===== src/rtl/fifo_ctrl.sv =====
// FIFO control FSM: occupancy tracking, read/write enables and full/empty status.
// Optional sticky overflow/underflow flags are enabled by defining FIFO_CTRL_ERR_FLAGS_EN.
//
//   state      | meaning
//   -----------+--------------------------------------------
//   ST_EMPTY   | occupancy == 0, reads are refused
//   ST_PARTIAL | 0 < occupancy < MEMORY_DEPTH, both accepted
//   ST_FULL    | occupancy == MEMORY_DEPTH, writes are refused
module fifo_ctrl #(
  parameter int MEMORY_DEPTH = 4,
  parameter int ADDRESS_SIZE = 2
) (
  input  logic                  clk,
  input  logic                  rst_n,
  input  logic                  wr_req,
  input  logic                  rd_req,
  output logic                  cw_en,
  output logic                  cr_en,
  output logic                  full,
  output logic                  empty,
  output logic [ADDRESS_SIZE:0] fill_count,
  output logic                  overflow,
  output logic                  underflow
);

  typedef enum logic [1:0] {
    ST_EMPTY   = 2'd0,
    ST_PARTIAL = 2'd1,
    ST_FULL    = 2'd2
  } state_t;

  localparam logic [ADDRESS_SIZE:0] DEPTH_C = (ADDRESS_SIZE+1)'(MEMORY_DEPTH);
  localparam logic [ADDRESS_SIZE:0] ONE_C   = (ADDRESS_SIZE+1)'(1);
  localparam logic [ADDRESS_SIZE:0] ZERO_C  = '0;

  state_t                state_q, state_d;
  logic [ADDRESS_SIZE:0] count_q, count_d;

  assign cw_en      = wr_req && (state_q != ST_FULL);
  assign cr_en      = rd_req && (state_q != ST_EMPTY);
  assign full       = (state_q == ST_FULL);
  assign empty      = (state_q == ST_EMPTY);
  assign fill_count = count_q;

  always_comb begin
    count_d = count_q;
    if (cw_en && !cr_en) begin
      count_d = count_q + ONE_C;
    end else if (cr_en && !cw_en) begin
      count_d = count_q - ONE_C;
    end
  end

  always_comb begin
    state_d = state_q;
    case (state_q)
      ST_EMPTY: begin
        // A depth-1 FIFO goes straight between the end states.
        if (cw_en) state_d = (MEMORY_DEPTH == 1) ? ST_FULL : ST_PARTIAL;
      end
      ST_PARTIAL: begin
        if (count_d == ZERO_C) begin
          state_d = ST_EMPTY;
        end else if (count_d == DEPTH_C) begin
          state_d = ST_FULL;
        end
      end
      ST_FULL: begin
        if (cr_en) state_d = (MEMORY_DEPTH == 1) ? ST_EMPTY : ST_PARTIAL;
      end
      default: state_d = ST_EMPTY;
    endcase
  end

  always_ff @(posedge clk) begin
    if (!rst_n) begin
      state_q <= ST_EMPTY;
      count_q <= ZERO_C;
    end else begin
      state_q <= state_d;
      count_q <= count_d;
    end
  end

`ifdef FIFO_CTRL_ERR_FLAGS_EN
  logic overflow_q, overflow_d;
  logic underflow_q, underflow_d;

  assign overflow_d  = overflow_q  || (wr_req && (state_q == ST_FULL));
  assign underflow_d = underflow_q || (rd_req && (state_q == ST_EMPTY));

  always_ff @(posedge clk) begin
    if (!rst_n) begin
      overflow_q  <= 1'b0;
      underflow_q <= 1'b0;
    end else begin
      overflow_q  <= overflow_d;
      underflow_q <= underflow_d;
    end
  end

  assign overflow  = overflow_q;
  assign underflow = underflow_q;
`else
  assign overflow  = 1'b0;
  assign underflow = 1'b0;
`endif

endmodule


===== config.mk =====
export PLATFORM = sky130hd
export DESIGN_NAME = fifo_ctrl
export DESIGN_NICKNAME = d
export VERILOG_FILES = /design/src/rtl/fifo_ctrl.sv
export SDC_FILE = /design/constraint.sdc
export NUM_CORES = 1
export LEC_CHECK = 0
export CORE_AREA = 5 5 42 44
export CTS_CLUSTER_SIZE = 16
export DETAILED_ROUTE_END_ITERATION = 10
export DIE_AREA = 0 0 47 49
export SLEW_MARGIN = 25
export SYNTH_ARGS = -nofsm -noshare
export SYNTH_HDL_FRONTEND = slang
export SYNTH_SLANG_ARGS = --single-unit

===== constraint.sdc =====
create_clock -name clk -period 2.15 [get_ports clk]
set_input_delay 0.5375 -clock clk [delete_from_list [all_inputs] [get_ports clk]]
set_output_delay 0.5375 -clock clk [all_outputs]
set_load 0.01 [all_outputs]

==> run summary, run 1 <==
Routed len/inst: 9.96 um
Leakage: 0.244 nW
Detailed Place HPWL: 605 um
Grt total ovfl: 0
FP Rows: 14
Min-delay src: state_q[0]
Clock tree from TritonCTS: built
ANT cells: 0
Design area: 517 um^2
FF+latch count, synth: 5
Setup TNS: 0 ps
GR Util met2: 9.73%
Die area: 2300 um^2
Synth Cell Area: 354 um^2
Antenna violations before repair: 0
Core area: 1400 um^2
Setup Viol. Count Final: 0
Yosys Warn Count: 0
Busiest grt layer: met2
Post-CTS Setup Bufs: 0
Critical path class: register to output port
# hold bufs at CTS: 0
Total GRT Usage: 7.61%
Total Wirelength: 757 um
Area delta synth->final: 45.9%
Synthesized instance count: 43
Slowest cell on the critical path: clkdlybuf4s50_1
Max clock buf depth: 2
Pin count of the biggest net entering global routing: 9
Root Buffer: clkbuf_4
Crit-path max cell delay: 530 ps
Final Hold Viols: 0
Via-per-instance ratio: 4.49
Cell Pwr Density: 658 nW/um^2
Slew Viols, Final: 0
Flop2flop setup slack: 510 ps
Fillers: 168
Run status: finished, final reports clean
DR pass1 iterations: 2
Post-DP Area: 493 um^2
Number of remaining DRC errors: 0
CP required: 1610 ps
IO buf count: 10
Element type at the critical path start: register
Routed Antenna Nets: 0
Crit path from: state_q[0]
CP cell instances: nand2b_1 -> inv_1 -> clkdlybuf4s50_1
Clock transition at path regs: 40 ps
Top Family by Delay on Critical Path: buffers and inverters
Clk sink count: 5
Final cell count without fillers: 76
Avg Cell Area, Syn: 8.23 um^2
Initial Util: 25.3%
RSZ-0062 raised after global routing: false
Area of the multi-input gates: 224 um^2
DIE WIDTH: 47 um
H-tree depth: 1
Nets: 67
Crit share post-route: 91.7%
VDD IR max: 0.289 mV
Grt met3 use: 1.11%
Number of vias in the routed layout: 341
Share of layout cells above drive strength 1: 18.3%
Met1 Use GR: 9.69%
Clk_skew: 5.05 ps
Minimum clock period: 1970 ps
F_max: 0.507 GHz
Crit path DAT: 1430 ps
Buf+Inv Stages, Crit Path: 2
Netlist cell types: 27
Vias in the first global route: 328
Type of destination of the critical path: output port
Placed insts: 72
Max-Cap Viols: 0
Initial DRC count: 3
Critical path peak fanout: 5
CTS buffer count: 3
First-pass GRT wire length: 1250 um
Die Y: 49 um
Min-Delay Path Class: register to register
Storage cell area: 100 um^2
Seq/Total Area, Yosys: 28.3%
R2R Path Start: fill_count[0]
# IOs: 13
Skew-Pair Late Insertion Delay: 240 ps
Global placement routability congestion: 0.695
placed cells by master (no fill, tap or decap), types with 2 or more instances in the layout:
master           instances
a21oi_1                  2
and2_1                   2
buf_4                    4
clkbuf_4                 3
clkdlybuf4s50_1          8
conb_1                   2
dfxtp_1                  5
dlygate4sd2_1            2
ha_1                     2
inv_1                    5
nand2_1                  2
nand2b_1                 3
nor2_1                   2
synthesized netlist by cell type, drive strengths merged:
master,n,area (um^2)
inv,5,18.8
a22oi,1,7.51
nor2,2,7.51
a21oi,3,18.8
conb,1,3.75
nor4,1,6.26
and2,2,12.5
nand3b,1,7.51
nand2b,3,18.8
ha,2,25.0
mux2,1,11.3
o211ai,1,7.51
and3,2,17.5
o21a,1,7.51
dfxtp,5,100
o21ai,2,13.8
nor2b,1,6.26
a211oi,1,7.51
nand2,2,7.51
mux2i,1,10.0
buf,2,15.0
or3,1,6.26
o311a,1,10.0
o31ai,1,7.51
path summary, 6_finish.rpt:
kind	end	cells after the start
setup / recovery	full	3
hold / removal	state_q[1]	2
setup reg to reg	state_q[0]	5
hold reg to reg	state_q[1]	2
flip-flops by register name (all words and copies together), names as in the netlist:
signal and flops:
fill_count 3, state_q 2
cells by family after synthesis:
kind of cell               share of synthesized area [%]
and+or+nand+nor                                     25.4
AOI/OAI and AO/OA                                   22.6
buffers and inverters                               9.54
DFF                                                 28.3
muxes                                               6.01
adders and majority gates                           7.07
other                                               1.06
power breakdown:
part           leakage, nW  switching, mW  internal [mW]
Combinational        0.188         0.0502         0.0652
Sequential          0.0411         0.0129          0.104
Clock               0.0150         0.0374         0.0701
metal layers:
layer / wire [um] / up-vias / part of all wire [%]
met4: 30 / 0 / 4.0
li1: - / 180 / -
met3: 35 / 3 / 4.6
met1: 377 / 148 / 50
met2: 315 / 10 / 42
met5: 0 / - / 0
through the flow:
stage | total power, mW | hold slack [ps] | setup WS [ps] | util (%)
global route | 0.369 | 626 | 68.1 | 36.9
detailed placement | 0.238 | 567 | -72.7 | 35.2
CTS | 0.347 | 573 | 164 | 36.9
floorplan | 0.187 | 517 | 578 | -
finish | 0.340 | 571 | 178 | 36.9
global placement | 0.237 | 567 | -69.7 | 35.2
worst register-to-register path, cell delays in order (launching register included):
cell and delay, ps:
dfxtp_1 440, inv_1 70, ha_1 330, mux2_2 350, a211oi_1 240, o21a_1 160
area by class of cell:
cell class,instances,area share [%]
Multi-Input combinational cell,32,43.3
Timing Repair Buffer,14,24.7
Sequential cell,5,19.4
Clock buffer,4,5.08
Tap cell,16,3.87
Inverter,5,3.63
what timing repair did:
action,in CTS,in global routing
setup endpoints to repair,2,0
endpoints found under the hold margin,0,0
resized for setup,2,0
Power figures use the tool's default switching activity.
==> run 2, diff against run 1 <==
SKIP_LAST_GASP = 1   (was not set)
==> results of run 2 <==
The final DEF is identical to that of run 1; final timing and power are the same.
